$ cat config.mk
export PLATFORM = sky130hd
export DESIGN_NAME = trivium_stream
export DESIGN_NICKNAME = d
export VERILOG_FILES = /design/src/rtl/trivium_pkg.sv /design/src/rtl/trivium_round.sv /design/src/rtl/trivium_stream.sv
export SDC_FILE = /design/constraint.sdc
export NUM_CORES = 1
export LEC_CHECK = 0
export ABC_CLOCK_PERIOD_IN_PS = 13750
export BUFFER_PORTS_ARGS = -buffer_cell sky130_fd_sc_hd__buf_4
export CAP_MARGIN = 20
export CORE_UTILIZATION = 50
export DETAILED_ROUTE_END_ITERATION = 10
export GPL_ROUTABILITY_DRIVEN = 0
export HOLD_SLACK_MARGIN = 0.12
export MAX_ROUTING_LAYER = met4
export PLACE_DENSITY = 0.68
export SLEW_MARGIN = 20
export SYNTH_ARGS = -nofsm -noshare
export SYNTH_HDL_FRONTEND = slang
export SYNTH_SLANG_ARGS = --single-unit
$ cat constraint.sdc
create_clock -name CLK -period 13.75 [get_ports CLK]
set_input_delay 2.0625 -clock CLK [delete_from_list [all_inputs] [get_ports CLK]]
set_output_delay 2.0625 -clock CLK [all_outputs]
set_load 0.05 [all_outputs]
$ cat src/rtl/trivium_pkg.sv
// Shared constants, tap positions, FSM encoding and load helpers for the Trivium stream core.
package trivium_pkg;

    localparam int unsigned STATE_W    = 288;
    localparam int unsigned INIT_STEPS = 1152;
    localparam int unsigned KEY_W      = 80;
    localparam int unsigned IV_W       = 80;
    localparam int unsigned CNT_W      = 11;

    // Linear taps, AND-pair taps and cross-register feedback tap for each of t1/t2/t3
    localparam int unsigned T1_A   = 65;
    localparam int unsigned T1_B   = 92;
    localparam int unsigned T1_AN0 = 90;
    localparam int unsigned T1_AN1 = 91;
    localparam int unsigned T1_FB  = 170;

    localparam int unsigned T2_A   = 161;
    localparam int unsigned T2_B   = 176;
    localparam int unsigned T2_AN0 = 174;
    localparam int unsigned T2_AN1 = 175;
    localparam int unsigned T2_FB  = 263;

    localparam int unsigned T3_A   = 242;
    localparam int unsigned T3_B   = 287;
    localparam int unsigned T3_AN0 = 285;
    localparam int unsigned T3_AN1 = 286;
    localparam int unsigned T3_FB  = 68;

    typedef enum logic [1:0] {
        StIdle = 2'd0,
        StInit = 2'd1,
        StRun  = 2'd2
    } trivium_fsm_e;

    // Byte 0 arrives in the top byte; the state wants it in the bottom byte
    function automatic logic [79:0] byte_rev80(input logic [79:0] v);
        logic [79:0] r;
        for (int i = 0; i < 10; i++) begin
            r[8*i +: 8] = v[8*(9-i) +: 8];
        end
        return r;
    endfunction

    function automatic logic [STATE_W-1:0] load_state(input logic [KEY_W-1:0] key,
                                                      input logic [IV_W-1:0]  iv);
        logic [STATE_W-1:0] s;
        s          = '0;
        s[79:0]    = byte_rev80(key);
        s[172:93]  = byte_rev80(iv);
        s[287:285] = 3'b111;
        return s;
    endfunction

    function automatic bit w_is_legal(input int unsigned w);
        return (w == 1) || (w == 2) || (w == 4) || (w == 8) ||
               (w == 16) || (w == 32) || (w == 64);
    endfunction

endpackage

$ cat src/rtl/trivium_round.sv
// Single combinational Trivium step: current state in, next state and one keystream bit out.
module trivium_round
    import trivium_pkg::*;
(
    input  logic [STATE_W-1:0] i_s,
    output logic [STATE_W-1:0] o_s,
    output logic               o_z
);

    logic w_t1_lin, w_t2_lin, w_t3_lin;
    logic w_t1, w_t2, w_t3;

    // Keystream bit from linear taps, then nonlinear feedback for each register
    always_comb begin
        w_t1_lin = i_s[T1_A] ^ i_s[T1_B];
        w_t2_lin = i_s[T2_A] ^ i_s[T2_B];
        w_t3_lin = i_s[T3_A] ^ i_s[T3_B];
        o_z      = w_t1_lin ^ w_t2_lin ^ w_t3_lin;
        w_t1     = w_t1_lin ^ (i_s[T1_AN0] & i_s[T1_AN1]) ^ i_s[T1_FB];
        w_t2     = w_t2_lin ^ (i_s[T2_AN0] & i_s[T2_AN1]) ^ i_s[T2_FB];
        w_t3     = w_t3_lin ^ (i_s[T3_AN0] & i_s[T3_AN1]) ^ i_s[T3_FB];
    end

    // Three registers shift upward; each takes the feedback from its neighbour at bit 0
    assign o_s = {i_s[286:177], w_t2, i_s[175:93], w_t1, i_s[91:0], w_t3};

endmodule

$ cat src/rtl/trivium_stream.sv
// Trivium keystream generator producing W bits per cycle with load/init/run control.
// Build option: define TRIVIUM_XOR_EN to add the Din port and emit Din ^ keystream.
module trivium_stream
    import trivium_pkg::*;
#(
    parameter int unsigned W = 8
) (
    input  logic             CLK,
    input  logic             RST,
    input  logic             EN,
    input  logic [KEY_W-1:0] Kin,
    input  logic [IV_W-1:0]  IVin,
    input  logic             Krdy,
`ifdef TRIVIUM_XOR_EN
    input  logic [W-1:0]     Din,
`endif
    input  logic             Dack,
    output logic [W-1:0]     Dout,
    output logic             Dvld,
    output logic             BSY,
    output logic             Kvld
);

    if (!w_is_legal(W)) begin : g_bad_w
        $error("trivium_stream: W must be one of 1, 2, 4, 8, 16, 32, 64");
    end

    localparam logic [CNT_W-1:0] CntLast = CNT_W'(INIT_STEPS / W - 1);

    trivium_fsm_e       r_fsm, w_fsm_d;
    logic [STATE_W-1:0] r_state, w_state_d, w_next;
    logic [CNT_W-1:0]   r_cnt, w_cnt_d;
    logic [W-1:0]       w_ks;
    logic [W-1:0]       w_din;
    logic               w_cnt_last;

    // W chained rounds; stage 0 produces the first bit, which lands in the MSB
    for (genvar gi = 0; gi < W; gi++) begin : g_round
        logic [STATE_W-1:0] w_s_in;
        logic [STATE_W-1:0] w_s_out;
        if (gi == 0) begin : g_first
            assign w_s_in = r_state;
        end else begin : g_chain
            assign w_s_in = g_round[gi-1].w_s_out;
        end
        trivium_round u_round (
            .i_s (w_s_in),
            .o_s (w_s_out),
            .o_z (w_ks[W-1-gi])
        );
    end
    assign w_next = g_round[W-1].w_s_out;

`ifdef TRIVIUM_XOR_EN
    assign w_din = Din;
`else
    assign w_din = '0;
`endif

    assign w_cnt_last = (r_cnt == CntLast);

    // Next-state: Krdy wins over everything; INIT always steps; RUN steps only on accept
    always_comb begin
        w_fsm_d   = r_fsm;
        w_state_d = r_state;
        w_cnt_d   = r_cnt;
        if (EN) begin
            if (Krdy) begin
                w_fsm_d   = StInit;
                w_state_d = load_state(Kin, IVin);
                w_cnt_d   = '0;
            end else begin
                case (r_fsm)
                    StInit: begin
                        w_state_d = w_next;
                        if (w_cnt_last) begin
                            w_fsm_d = StRun;
                            w_cnt_d = '0;
                        end else begin
                            w_cnt_d = r_cnt + 1'b1;
                        end
                    end
                    StRun: begin
                        if (Dack) begin
                            w_state_d = w_next;
                        end
                    end
                    default: ;
                endcase
            end
        end
    end

    // State registers; reset wipes all key material
    always_ff @(posedge CLK or posedge RST) begin
        if (RST) begin
            r_fsm   <= StIdle;
            r_state <= '0;
            r_cnt   <= '0;
        end else begin
            r_fsm   <= w_fsm_d;
            r_state <= w_state_d;
            r_cnt   <= w_cnt_d;
        end
    end

    // Outputs decode from FSM; Dout is forced to zero outside RUN so no init state leaks
    always_comb begin
        Dvld = (r_fsm == StRun);
        BSY  = (r_fsm == StInit);
        Kvld = EN && BSY && w_cnt_last && !Krdy;
        Dout = Dvld ? (w_ks ^ w_din) : '0;
    end

endmodule

* Yosys cells after proc, flatten, opt, wreduce, memory -nomap -nowiden
Index checks and enable logic that the tools add are counted.
Cells by class: shift-type cells 0, equal/unequal tests 4, bitwise operators 112, magnitude comparators 0, reduce and logical (&&, ||, !) cells 10, multipliers 0, div/mod/pow operators 0, $add $sub $neg 1, muxes and demuxes 10
Operators by type and width (count):
- $mux W288 | 2
- $pmux W288 S2 | 1
- $xor A1 B1 Y1 | 88
- $mux W11 | 3
- $and A1 B1 Y1 | 24
- $add A11 B1 Y11 const B | 1
- $eq A11 B8 Y1 const B | 1
- $mux W8 | 1
- $mux W2 | 3
- $reduce_and A3 Y1 | 2
- $reduce_bool A2 Y1 | 2
- $logic_and A1 B1 Y1 | 3
- $ne A3 B3 Y1 const B | 1
- $reduce_bool A3 Y1 | 1
- $eq A2 B1 Y1 const B | 1
- $eq A2 B2 Y1 const B | 1
- $reduce_and A2 Y1 | 1
- $logic_not A1 Y1 | 1
Word-level totals: word-level logic and storage cells 140, memories kept 0, RAM bits 0, memory bits (read-only) 0, latch bits 0, register bits after elaboration 301

* Depth between registers and ports, before layout
word-level depth 6, mapped depth 8

* Cells and area by module
Synthesis repeated with hierarchy kept, for this count alone.
Unflattened totals: cells, all modules 3720, area total of the unflattened synthesis 31610.3 µm²
By module, submodules not included:
- trivium_round | cells each 298, area an instance 2308.5 µm², instances 8
- trivium_stream | cells each 1336, area an instance 13142.6 µm², instances 1

* Least setup slack after synthesis
OpenSTA, ideal clock, no wires.
kind input to output, start point in Krdy, end point out Kvld, data arrival time 3.236 ns, path slack 8.452 ns, cell stages on the path 5, path buffers 3, cells stage by stage buf_4 > buf_2 > buf_2 > nor3_1 > and2_1
Between the ends: word-level cells in the longest chain between the ends 2
Ends and longest elaborated chain:
- from (decl) | RTL line trivium_stream.sv:13 | input logic Krdy,
- $logic_not A1 Y1 | RTL line trivium_stream.sv:111 | Kvld = EN && BSY && w_cnt_last && !Krdy;
- $logic_and A1 B1 Y1 | RTL line trivium_stream.sv:111
- to (decl) | RTL line trivium_stream.sv:21 | output logic Kvld
No other way between the ends.

* Worst setup path in the final report
start point in Krdy, end point reg r_state[267], in the netlist g_round[0].w_s_in[267]
Between the ends: word-level cells in the longest chain between the ends 2, elaborated cells on any way between the ends 4, classes of those cells eq/ne (1); mux (1); reduce/logical (2)
Ends and longest elaborated chain:
- $ne A3 B3 Y1 (no source line) or $reduce_bool A3 Y1 (tied branches)
- $reduce_and A3 Y1 (no source line)
- to (signal assigned) | RTL line trivium_stream.sv:102 | r_state <= w_state_d;
- to (decl) | RTL line trivium_stream.sv:31 | logic [STATE_W-1:0] r_state, w_state_d, w_next;
Parallel ways exist; a longest one is shown, timed or not. A chain may end at the register's enable or synchronous reset.

==> results.json <==
{
  "critPathLaunchType": "input port",
  "num_rows": 61,
  "dieWidth_um": 171,
  "postCtsSetupBuffers": 0,
  "dp_slack_ps": 7140,
  "leakage_nw": 7.60,
  "worst_slack_ps": 8290,
  "ys_ff_latch": 301,
  "grt_pass1_wl_um": 50000,
  "irDropWorstVdd_uv": 82.9,
  "netlist_area_um2": 14300,
  "dpl.hpwl_um": 20800,
  "wl_um": 31400,
  "finalSetupViolations": 0,
  "hold_class": "register to register",
  "drc": 0,
  "cts_tree": "yes",
  "min_period_ps": 5460,
  "numCtsBuffers": 34,
  "crit_arrival_ps": 5780,
  "worst_pin_slew_ps": 1120,
  "r2r_cells": 6,
  "finalNetCount": 1728,
  "io_pins": 176,
  "hold_depth": 2,
  "io_buffers": 175,
  "post_cts_resized": 0,
  "avgViaCountPerCell": 5.13,
  "antenna_found_initial": 0,
  "utilization": 0.599,
  "drtIter0Drc": 762,
  "end_kind": "register",
  "crit_fanout": 123,
  "clkLatencyLatePin_ps": 510,
  "grt_pass1_vias": 9751,
  "overflow": 0,
  "synth_nets": 1609,
  "slew_violations": 0,
  "clock_sinks": 301,
  "area_growth_syn_to_layout_pct": 17.0,
  "num_vias": 10081,
  "htreeDepth": 2,
  "skew_ps": 21.1,
  "ys_warn_count": 0,
  "wl_per_cell_um": 16.0,
  "finalHoldViolCount": 0,
  "synthCells": 1443,
  "grt_setup_unrepaired": "false",
  "worstPathRequired_ps": 14070,
  "start_util": 0.512,
  "ys_seq_area_frac": 0.527,
  "power_density_nw_per_um2": 135,
  "clockBufferDepth": 3,
  "fin_crit_sh": 0.397,
  "tns_ps": 0,
  "ant_nets": 0,
  "final_cells": 1965,
  "die_h_um": 171,
  "track_usage": 0.224,
  "ys_types": 38,
  "status": "completed",
  "finalPower_mw": 2.25,
  "dieArea_um2": 29300,
  "num_antenna_cells": 0,
  "max_cap_violations": 0,
  "clock.fmax_mhz": 183,
  "cts.clk_slew.worst_paths_ps": 60,
  "root_buffer": "clkbuf_16",
  "avgSynthCellArea_um2": 9.91,
  "first_pass_iters": 5,
  "grt_max_degree": 124,
  "dp_cells": 1903,
  "core_area_um2": 27900,
  "layout-drive-gt1-share": 0.153,
  "cts-hold-fix-buffers": 0,
  "critPathKind": "input port to register",
  "maxSlewHeadroom": 0.256
}
-- area by class of cell --
class | instances | area, um2
fill | 2479 | 11200
sequential | 301 | 7530
multi-input combinational | 1037 | 6160
timing repair buffer | 186 | 1410
clock buffer | 51 | 1040
tap | 378 | 473
clock inverter | 10 | 103
inverter | 2 | 15.0
-- worst paths after layout --
path / startpoint / endpoint / slack, ps
min reg2reg: g_round[0].w_s_in[105] / g_round[0].w_s_in[105] / 480
min in group asynchronous: RST / g_round[0].w_s_in[8] / 1690
max reg2reg: r_fsm[0] / g_round[0].w_s_in[267] / 9530
min: g_round[0].w_s_in[105] / g_round[0].w_s_in[105] / 480
max: Krdy / g_round[0].w_s_in[267] / 8290
max in group asynchronous: RST / g_round[0].w_s_in[113] / 9830
-- Yosys cell counts --
cell / n / share of area
o211ai_1: 2 / 0.0010
a31oi_1: 3 / 0.0013
o31ai_1: 8 / 0.0042
or2_0: 1 / 0.00044
nand4_1: 2 / 0.00087
buf_2: 23 / 0.0080
nand4bb_1: 1 / 0.00079
nand2_1: 300 / 0.079
nor2b_1: 1 / 0.00044
buf_6: 7 / 0.0055
mux2i_1: 145 / 0.10
mux2_2: 2 / 0.0016
and2_1: 2 / 0.00087
o21ai_1: 45 / 0.016
buf_4: 35 / 0.018
o31ai_4: 1 / 0.0015
o2111ai_1: 3 / 0.0018
nor2_1: 17 / 0.0045
nor4_1: 1 / 0.00044
xnor2_1: 64 / 0.039
ha_1: 1 / 0.00087
nor3b_1: 1 / 0.00053
clkbuf_2: 4 / 0.0014
nand3b_1: 1 / 0.00053
a22o_1: 2 / 0.0012
xor2_1: 29 / 0.018
dfrtp_1: 301 / 0.53
buf_1: 1 / 0.00026
and4_1: 2 / 0.0012
nand2b_1: 118 / 0.052
inv_1: 2 / 0.00053
and3_1: 21 / 0.0092
and3b_1: 1 / 0.00061
a21oi_1: 22 / 0.0077
nor3_1: 1 / 0.00035
o21ai_0: 239 / 0.084
clkbuf_1: 33 / 0.0087
or3_1: 1 / 0.00044
-- cell families after synthesis --
family,after synthesis,share of synthesized area
DFF,301,0.527
and+or+nand+nor,471,0.152
AOI/OAI and AO/OA,325,0.118
muxes,147,0.103
adders and majority gates,1,0.000875
buffers and inverters,105,0.0428
xor gates and xnor gates,93,0.0570
-- cells in the final DEF, fill, tap and decap left out, types with 2 or more instances in the layout --
master / instances
nor2_1: 17
xor2_1: 29
mux2i_1: 145
and2_1: 2
bufinv_16: 2
a22o_1: 2
and3_1: 21
buf_4: 184
a31oi_1: 3
clkbuf_8: 6
xnor2_1: 64
clkbuf_16: 37
dfrtp_1: 301
clkbuf_1: 8
o21ai_1: 45
nand2_1: 300
a21oi_1: 22
o21ai_0: 239
nand2b_1: 118
o31ai_1: 8
o2111ai_1: 3
clkinv_2: 7
nand4_1: 2
mux2_2: 2
and4_1: 2
o211ai_1: 2
-- worst max-delay path, cell delays in order --
cell,delay (ps)
buf_8,260
o31ai_4,590
buf_4,860
buf_4,700
buf_4,900
o21ai_0,240
-- per-layer routing --
layer	vias up	wire length, um	track usage
met3	49	1380	0.0342
met5	-	0	-
met4	0	694	0.0675
met1	4779	14400	0.303
met2	194	14900	0.349
li1	5059	-	-
-- where the power goes --
| group | total [mW] | internal, mW | leakage, nW | switching, mW |
|---|---|---|---|---|
| clock | 0.913 | 0.560 | 0.564 | 0.353 |
| sequential | 1.05 | 0.978 | 3.93 | 0.0682 |
| combinational | 0.291 | 0.138 | 3.10 | 0.153 |
| total | 2.25 | 1.68 | 7.60 | 0.574 |
-- stage by stage --
stage | cell area [um2] | hold WS (ps)
6_report | 16700 | 476
4_1_cts | 16700 | 482
5_1_grt | 16700 | 495
2_1_floorplan | 14300 | 449
3_3_place_gp | 15600 | 461
3_5_place_dp | 15600 | 469
-- sequential cells by signal, indices dropped and copies added (netlist names) --
signal / count
r_cnt: 11
g_round.w_s_in: 288
r_fsm: 2
Note: power is estimated with default switching activity, not from simulation.
